## src/rtl/ioctl_pkg.sv

```systemverilog
// Definitions shared by the IO-bank timed-output controllers and input monitors.
package ioctl_pkg;

    localparam int unsigned IOCTL_CNT_W = 32;

    typedef enum logic [2:0] {
        CAP_IDLE      = 3'd0,
        CAP_ARMED     = 3'd1,
        CAP_WAIT_EDGE = 3'd2,
        CAP_IN_PULSE  = 3'd3,
        CAP_DONE      = 3'd4
    } cap_state_e;

endpackage

```

## src/rtl/io_input_sync.sv

```systemverilog
// Multi-flop synchronizer for an asynchronous IO line, with a delayed copy
// for leading-edge detection into a selectable active level.
module io_input_sync #(
    parameter int unsigned SYNC_STAGES = 2
) (
    input  logic clk_i,
    input  logic rst_i,
    input  logic rst_val_i,
    input  logic active_level_i,
    input  logic d_i,
    output logic sync_o,
    output logic lead_o
);

    logic [SYNC_STAGES-1:0] sync_q;
    logic                   prev_q;

    always_ff @(posedge clk_i) begin
        if (rst_i) begin
            sync_q <= {SYNC_STAGES{rst_val_i}};
            prev_q <= rst_val_i;
        end else begin
            sync_q <= {sync_q[SYNC_STAGES-2:0], d_i};
            prev_q <= sync_q[SYNC_STAGES-1];
        end
    end

    assign sync_o = sync_q[SYNC_STAGES-1];
    assign lead_o = (sync_o == active_level_i) && (prev_q != active_level_i);

endmodule

```

## src/rtl/io_pulse_capture.sv

```systemverilog
// Armed/triggered capture of trigger-to-leading-edge delay and pulse width
// on one external IO line; result held until disarmed.
module io_pulse_capture
    import ioctl_pkg::*;
#(
    parameter int unsigned CNT_W       = IOCTL_CNT_W,
    parameter int unsigned SYNC_STAGES = 2
) (
    input  logic             clk,
    input  logic             rst,
    input  logic             hardStop,
    input  logic             activeLevel,
    input  logic             onYourMark,
    input  logic             GOGOGO_EXCLAMATION,
    input  logic [CNT_W-1:0] timeout,
    input  logic             ioIn,
    output logic [CNT_W-1:0] measuredDelay,
    output logic [CNT_W-1:0] measuredWidth,
    output logic             captureComplete,
    output logic             captureTimeout,
    output logic             busy
);

    localparam logic [CNT_W-1:0] CNT_ONE = {{(CNT_W-1){1'b0}}, 1'b1};

    cap_state_e       state_q;
    logic [CNT_W-1:0] delay_cnt_q;
    logic [CNT_W-1:0] width_cnt_q;
    logic [CNT_W-1:0] tl_timeout_q;
    logic [CNT_W-1:0] meas_delay_q;
    logic [CNT_W-1:0] meas_width_q;
    logic             complete_q;
    logic             timeout_q;
    logic             busy_q;

    logic             sync_in;
    logic             lead;
    logic [CNT_W-1:0] delay_inc_d;
    logic [CNT_W-1:0] width_inc_d;
    logic             timeout_hit;

    io_input_sync #(
        .SYNC_STAGES(SYNC_STAGES)
    ) u_sync (
        .clk_i         (clk),
        .rst_i         (rst),
        .rst_val_i     (~activeLevel),
        .active_level_i(activeLevel),
        .d_i           (ioIn),
        .sync_o        (sync_in),
        .lead_o        (lead)
    );

    // Counters saturate at all-ones rather than wrapping.
    assign delay_inc_d = (&delay_cnt_q) ? delay_cnt_q : delay_cnt_q + CNT_ONE;
    assign width_inc_d = (&width_cnt_q) ? width_cnt_q : width_cnt_q + CNT_ONE;
    assign timeout_hit = (tl_timeout_q != '0) && ((delay_cnt_q + CNT_ONE) == tl_timeout_q);

    always_ff @(posedge clk) begin
        if (rst || hardStop) begin
            state_q      <= CAP_IDLE;
            delay_cnt_q  <= '0;
            width_cnt_q  <= '0;
            tl_timeout_q <= '0;
            meas_delay_q <= '0;
            meas_width_q <= '0;
            complete_q   <= 1'b0;
            timeout_q    <= 1'b0;
            busy_q       <= 1'b0;
        end else begin
            unique case (state_q)
                CAP_IDLE: begin
                    if (onYourMark) state_q <= CAP_ARMED;
                end
                CAP_ARMED: begin
                    if (!onYourMark) begin
                        state_q <= CAP_IDLE;
                    end else if (GOGOGO_EXCLAMATION) begin
                        state_q      <= CAP_WAIT_EDGE;
                        tl_timeout_q <= timeout;
                        delay_cnt_q  <= '0;
                        busy_q       <= 1'b1;
                    end
                end
                CAP_WAIT_EDGE: begin
                    // A leading edge seen on the timeout cycle still counts as a pulse.
                    if (!onYourMark) begin
                        state_q <= CAP_IDLE;
                        busy_q  <= 1'b0;
                    end else if (lead) begin
                        state_q      <= CAP_IN_PULSE;
                        meas_delay_q <= delay_cnt_q;
                        width_cnt_q  <= CNT_ONE;
                    end else if (timeout_hit) begin
                        state_q      <= CAP_DONE;
                        meas_delay_q <= tl_timeout_q;
                        meas_width_q <= '0;
                        complete_q   <= 1'b1;
                        timeout_q    <= 1'b1;
                        busy_q       <= 1'b0;
                    end else begin
                        delay_cnt_q <= delay_inc_d;
                    end
                end
                CAP_IN_PULSE: begin
                    if (!onYourMark) begin
                        state_q <= CAP_IDLE;
                        busy_q  <= 1'b0;
                    end else if (sync_in == activeLevel) begin
                        width_cnt_q <= width_inc_d;
                    end else begin
                        state_q      <= CAP_DONE;
                        meas_width_q <= width_cnt_q;
                        complete_q   <= 1'b1;
                        busy_q       <= 1'b0;
                    end
                end
                CAP_DONE: begin
                    if (!onYourMark) begin
                        state_q    <= CAP_IDLE;
                        complete_q <= 1'b0;
                        timeout_q  <= 1'b0;
                    end
                end
                default: state_q <= CAP_IDLE;
            endcase
        end
    end

    assign measuredDelay   = meas_delay_q;
    assign measuredWidth   = meas_width_q;
    assign captureComplete = complete_q;
    assign captureTimeout  = timeout_q;
    assign busy            = busy_q;

endmodule

```

## config.mk

```make
export PLATFORM = sky130hd
export DESIGN_NAME = io_pulse_capture
export DESIGN_NICKNAME = d
export VERILOG_FILES = /design/src/rtl/ioctl_pkg.sv /design/src/rtl/io_input_sync.sv /design/src/rtl/io_pulse_capture.sv
export SDC_FILE = /design/constraint.sdc
export NUM_CORES = 1
export LEC_CHECK = 0
export BUFFER_PORTS_ARGS = -buffer_cell sky130_fd_sc_hd__buf_2
export CORE_MARGIN = 10
export CORE_UTILIZATION = 25
export CTS_BUF_LIST = sky130_fd_sc_hd__clkbuf_8 sky130_fd_sc_hd__clkbuf_16
export CTS_CLUSTER_SIZE = 25
export DETAILED_ROUTE_END_ITERATION = 16
export HOLD_SLACK_MARGIN = 0.05
export MAX_ROUTING_LAYER = met4
export PLACE_DENSITY = 0.53
export RECOVER_POWER = 50
export SYNTH_ARGS = -nofsm -noshare
export SYNTH_HDL_FRONTEND = slang
export SYNTH_SLANG_ARGS = --single-unit
```

## constraint.sdc

```tcl
create_clock -name clk -period 3.2 [get_ports clk]
set_clock_uncertainty 0.2 [all_clocks]
set_input_delay 0.16 -clock clk [delete_from_list [all_inputs] [get_ports clk]]
set_output_delay 0.16 -clock clk [all_outputs]
set_load 0.02 [all_outputs]
```

# After elaboration in Yosys (flattened, before gate mapping)
# Index checks and enable logic that the tools add are counted.
[classes]
eq_ne = 26
mux = 49
addsub = 2
bitwise_logic = 1
n_reduce_logical = 22
[op_table]
columns = ["operator", "count"]
rows = [
  ["32-bit two-way mux", 18],
  ["32-bit one-hot mux with 2 select lines", 3],
  ["32-bit by 1-bit adder with 32-bit output, second input constant", 2],
  ["32-bit AND reduction", 2],
  ["32-bit equality test", 1],
  ["32-bit nonzero test", 1],
  ["2-bit != test, second input constant", 14],
  ["3-bit two-way mux", 9],
  ["6-bit AND reduction", 3],
  ["3-bit one-hot mux with 5 select lines", 1],
  ["1-bit two-way mux", 14],
  ["7-bit AND reduction", 2],
  ["3-bit != test, second input constant", 4],
  ["5-bit AND reduction", 2],
  ["2-bit nonzero test", 4],
  ["3-bit by 2-bit equality test with 1-bit output, second input constant", 2],
  ["1-bit one-hot mux with 3 select lines", 2],
  ["3-bit AND reduction", 2],
  ["3-bit nonzero test", 2],
  ["4-bit != test, second input constant", 1],
  ["3-bit by 1-bit equality test with 1-bit output, second input constant", 1],
  ["3-bit equality test, second input constant", 1],
  ["3-bit logical NOT", 1],
  ["1-bit logical AND", 2],
  ["6 further kinds", 6],
]
[totals]
reg_bits = 169
out_inout_bits = 67
in_bits = 39

# Longest topological paths before layout
[logic_depth]
ltp_word = 7
mapped_depth = 13
ltp_nobuf = 10

# Hierarchy
# A second synthesis with hierarchy kept.
[hier_totals]
hier_cells = 1018
hier_area_um2 = 8409.3
[by_module_without_submodules]
columns = ["module", "area_per_inst_um2", "cells_each", "instances", "seq_area_each_um2"]
rows = [
  ["io_pulse_capture", 8296.7, 1005, 1, 3323.2],
  ["io_input_sync", 112.6, 13, 1, 60.1],
]

# Worst setup path after synthesis
# Ideal clock, no wire load.
[synth_timing]
kind = "register to register"
from = "register delay_cnt_q[0]"
to = "register meas_delay_q[16] (netlist: measuredDelay[16])"
path_slack_ps = -336
synth_period_minus_slack_ps = 3536
required_ps = 2883
n_path_buf = 3
stages_incl_launch_ff = 14
t_arrival_ps = 3219
setup_time_ps = 117
path_cell_list = "dfxtp_1 > ha_1 > nand3_1 > nor4_1 > clkbuf_1 > nand3b_1 > xnor2_1 > or4_1 > nor4_1 > and2_1 > buf_4 > buf_4 > a22oi_1 > a2bb2oi_2"
[synth_via]
elab_chain_len = 5
[synth_rtl]
columns = ["element", "line_no", "rtl"]
rows = [
  ["start: declaration", "io_pulse_capture.sv:27", "logic [CNT_W-1:0] delay_cnt_q;"],
  ["start signal: assignment", "io_pulse_capture.sv:102", "delay_cnt_q <= delay_inc_d;"],
  ["32-bit by 1-bit adder with 32-bit output", "io_pulse_capture.sv:57", "assign timeout_hit = (tl_timeout_q != '0) && ((delay_cnt_q + CNT_ONE) == tl_timeout_q);"],
  ["32-bit equality test", "io_pulse_capture.sv:57", ""],
  ["1-bit logical AND", "io_pulse_capture.sv:57", ""],
  ["2-bit nonzero test (no source line)", "-", ""],
  ["3-bit AND reduction (no source line)", "-", ""],
  ["end signal: assignment", "io_pulse_capture.sv:92", "meas_delay_q <= delay_cnt_q;"],
  ["end signal: assignment", "io_pulse_capture.sv:96", "meas_delay_q <= tl_timeout_q;"],
  ["end: declaration", "io_pulse_capture.sv:30", "logic [CNT_W-1:0] meas_delay_q;"],
]
# Every way passes these cells.
# A chain may end at the register's enable or synchronous reset.

# Worst setup path in the final report
[layout_timing]
from = "register delay_cnt_q[0]"
to = "register meas_delay_q[20] (netlist: measuredDelay[20])"
# The elaborated chain is that of the path after synthesis.

==> results.sh <==
export IMPL_clock_root_buffer="clkbuf_16"
export IMPL_drv_slew=0
export IMPL_worst_setup_path_type="register to register"
export IMPL_maxCapViolations=0
export IMPL_cpMaxStageDelayCell="or4_1"
export IMPL_ys_types=59
export IMPL_hold_class="input port to register"
export IMPL_die_width_um=205
export IMPL_clk_pin_slew_ns=0.08
export IMPL_highest_layer="met4"
export IMPL_antenna_found_initial=1
export IMPL_die_area_um2=42200
export IMPL_dr_pass1_iters=5
export IMPL_routabilityCongestion=0.914
export IMPL_cts_inserted_buffers=17
export IMPL_swShare=0.274
export IMPL_grt_total_usage=0.144
export IMPL_die_height_um=205
export IMPL_worstPathMaxFanout=15
export IMPL_end_kind="register"
export IMPL_ctsLongestPathBuffers=2
export IMPL_fp_row_count=67
export IMPL_p_leak_nw=4.19
export IMPL_status="finished with violations"
export IMPL_violations="setup timing"
export IMPL_fin_ws_ns=-0.0559
export IMPL_switching_power_w=0.00125
export IMPL_wl_per_cell_um=17.2
export IMPL_ys_seq_area_frac=0.394
export IMPL_crit_family="simple AND/OR/NAND/NOR gates"
export IMPL_tritoncts="done"
export IMPL_ys_seq_elements=169
export IMPL_synth_area_um2=8580
export IMPL_whs_ns=0.118
export IMPL_synth_ff_type="dfxtp_1"
export IMPL_routed_wirelength_um=30400
export IMPL_setup_viol=54
export IMPL_io_pins=106
export IMPL_cp_num_buf_inv=3
export IMPL_gr_total_overflow=0
export IMPL_relSlewSlack=0.459
export IMPL_clock_sinks=169
export IMPL_grt_pass1_wl_um=47200
export IMPL_hpwl_um=21600
export IMPL_drive_gt1_frac=0.237
export IMPL_fin_crit_sh=1.02
export IMPL_synth_edff_count=0
export IMPL_avgViaCountPerCell=4.89
export IMPL_cts_htree_levels=4
export IMPL_power_share_combinational=0.067
export IMPL_wl_met2_um=14700
export IMPL_routedLengthMet1_um=13600
export IMPL_required_ns=3.39
export IMPL_async_flop_share=0
export IMPL_drt_initial_drc_count=557
export IMPL_port_buffers=105
export IMPL_p_per_area_nw_per_um2=386
export IMPL_crit_path_max_incr_delay_ns=0.48
export IMPL_period_minus_slack_ns=3.26
export IMPL_grt_max_degree=69
export IMPL_placed_area_um2=10500
export IMPL_rsz0062_at_grt="true"
export IMPL_fp_coreArea_um2=33700
export IMPL_path_cells="ha_4 -> nand3_4 -> buf_4 -> or4_1 -> o211ai_1 -> mux2_2 -> nand4_1 -> nor4_4 -> and2_4 -> buf_8 -> o21ai_4 -> buf_12 -> a2bb2oi_2"
export IMPL_pwr_share_seq=0.462
export IMPL_ir_worst_vdd_uv=330
export IMPL_finalNetCount=1347
export IMPL_cp_start_kind="register"
export IMPL_area_delta_synth_final_pct=37.6
export IMPL_vias=8637
export IMPL_tightest_slew_ns=0.811
export IMPL_start_util=0.255
export IMPL_worstPathArrival_ns=3.44
export IMPL_p_clk_frac=0.471
export IMPL_clkLatencyLatePin_ns=0.45
export IMPL_avgSynthCellArea_um2=7.99
export IMPL_power_internal_w=0.00332
export IMPL_grt_pass1_vias=8390
export IMPL_hold_viol=0
export IMPL_fin_area_um2=11800
export IMPL_route_met3_wl_um=1380
export IMPL_finalPower_w=0.00457
export IMPL_yosysWarnings=0
export IMPL_syn_instance_count=1075
export IMPL_ant_nets=0
export IMPL_max_freq_ghz=0.307
export IMPL_final_util=0.351
export IMPL_synth_nets=1116
export IMPL_drc=0
[cell usage in the layout, fill, tap and decap left out, types with 9 or more instances in the layout]
| master | n |
|---|---|
| nand4_1 | 31 |
| o211ai_1 | 9 |
| xnor2_1 | 29 |
| buf_6 | 13 |
| a22oi_1 | 14 |
| xor2_1 | 41 |
| clkbuf_1 | 66 |
| dlygate4sd3_1 | 36 |
| a31oi_1 | 12 |
| o21ai_0 | 22 |
| clkbuf_16 | 18 |
| buf_4 | 130 |
| inv_1 | 31 |
| nand3_1 | 69 |
| nor4_1 | 14 |
| a2bb2oi_2 | 31 |
| nor2_1 | 113 |
| nor3_1 | 13 |
| buf_2 | 39 |
| dfxtp_1 | 161 |
| nand2_1 | 172 |
| and4_1 | 9 |
| a21oi_1 | 85 |
| o221ai_1 | 13 |
[logic make-up after synthesis]
logic type | count (synthesis) | share of synthesized area
simple gates | 482 | 0.264
fa+ha+maj | 2 | 0.00291
compound gates | 234 | 0.203
flops | 169 | 0.394
mux | 5 | 0.00598
buf+inv | 110 | 0.0535
xor+xnor | 73 | 0.0762
[power groups by stage]
| stage | clock [W] | combinational [W] | sequential [W] |
|---|---|---|---|
| floorplan | 0 | 0.000164 | 0.00216 |
| global placement | 0 | 0.000249 | 0.00216 |
| detailed placement | 0 | 0.000250 | 0.00216 |
| CTS | 0.00220 | 0.000291 | 0.00211 |
| global route | 0.00228 | 0.000332 | 0.00211 |
| finish | 0.00215 | 0.000304 | 0.00211 |
[sequential cells by signal, indices dropped and copies added (netlist names)]
name             count
busy                 1
captureComplete      1
captureTimeout       1
delay_cnt_q         32
measuredDelay       32
measuredWidth       32
state_q              3
tl_timeout_q        32
u_sync.prev_q        1
u_sync.sync_q        2
width_cnt_q         32
[repair_timing]
| item | 4_1_cts | 5_1_grt |
|---|---|---|
| hold buffers | 36 | 0 |
| pin swaps | 3 | 4 |
| endpoints found under the setup margin | 100 | 103 |
| buffers inserted | 15 | 0 |
| cloned | 0 | 2 |
| gates resized for setup | 13 | 51 |
| hold endpoints to repair | 41 | 0 |
[path summary, 6_finish.rpt]
check	startpoint	to	slack (ns)	cells after the start
worst max-delay path	delay_cnt_q[0]$_SDFFE_PP0P_	measuredDelay[20]$_SDFFE_PP0P_	-0.06	13
worst min-delay path	hardStop	width_cnt_q[0]$_SDFFE_PP0P_	0.12	4
worst max register to register	delay_cnt_q[0]$_SDFFE_PP0P_	measuredDelay[20]$_SDFFE_PP0P_	-0.06	13
worst min register to register	u_sync.sync_q[0]$_DFF_P_	u_sync.sync_q[1]$_DFF_P_	0.24	2
[cell type report]
type / count / area, um^2
repair buffers: 291 / 2070
flip-flops and latches: 169 / 3400
inverters: 31 / 116
multi-input cells: 796 / 5050
well taps: 448 / 561
clock buffers: 17 / 425
clock inverters: 15 / 198
fillers: 3584 / 21900
diodes: 1 / 2.50
[routing by layer]
layer	GRT usage	up-vias
met3	0.0253	41
met2	0.234	222
met5	-	-
met4	0.0536	0
met1	0.176	4108
li1	-	4266
[cell usage after synthesis, types with 2 or more instances]
| cell type | n | area share |
|---|---|---|
| or3_1 | 7 | 0.0051 |
| xor2_1 | 42 | 0.043 |
| buf_2 | 7 | 0.0041 |
| a2bb2oi_1 | 2 | 0.0020 |
| buf_6 | 3 | 0.0039 |
| nand4_1 | 31 | 0.023 |
| buf_4 | 4 | 0.0035 |
| a21oi_1 | 86 | 0.050 |
| nand2b_1 | 7 | 0.0051 |
| nor4_1 | 19 | 0.014 |
| inv_1 | 31 | 0.014 |
| and4_1 | 9 | 0.0092 |
| ha_1 | 2 | 0.0029 |
| nand4_2 | 2 | 0.0029 |
| o31ai_1 | 5 | 0.0044 |
| buf_1 | 3 | 0.0013 |
| xnor2_1 | 30 | 0.031 |
| nor2b_1 | 7 | 0.0051 |
| and2_1 | 5 | 0.0036 |
| nand3_1 | 71 | 0.041 |
| o211ai_1 | 9 | 0.0079 |
| a2bb2oi_2 | 30 | 0.052 |
| nor2_1 | 115 | 0.050 |
| and3_1 | 6 | 0.0044 |
| clkbuf_1 | 62 | 0.027 |
| mux2i_1 | 4 | 0.0047 |
| dfxtp_1 | 169 | 0.39 |
| or4_1 | 5 | 0.0044 |
| nand4b_1 | 3 | 0.0031 |
| o2bb2ai_1 | 8 | 0.0082 |
| a31oi_1 | 13 | 0.0095 |
| a211o_1 | 4 | 0.0041 |
| a22oi_1 | 21 | 0.018 |
| nand2_1 | 174 | 0.076 |
| o221ai_1 | 16 | 0.016 |
| nor3_1 | 14 | 0.0082 |
| o21ai_0 | 25 | 0.015 |
| a211oi_1 | 3 | 0.0026 |
[worst min-delay path: stages]
cell     delay [ns]
buf_2          0.09
nor2_2         0.03
buf_4          0.27
o211a_1        0.16
[through the flow]
stage | std cells | setup TNS, ns | setup slack, ns
CTS | 1766 | -1.03 | -0.0345
floorplan | 1075 | 0 | 0.00843
finish | 1768 | -1.22 | -0.0559
global route | 1768 | -15.09 | -0.216
detailed placement | 1683 | -11.04 | -0.196
global placement | 1683 | -6.73 | -0.146
Note: power is estimated with default switching activity, not from simulation.
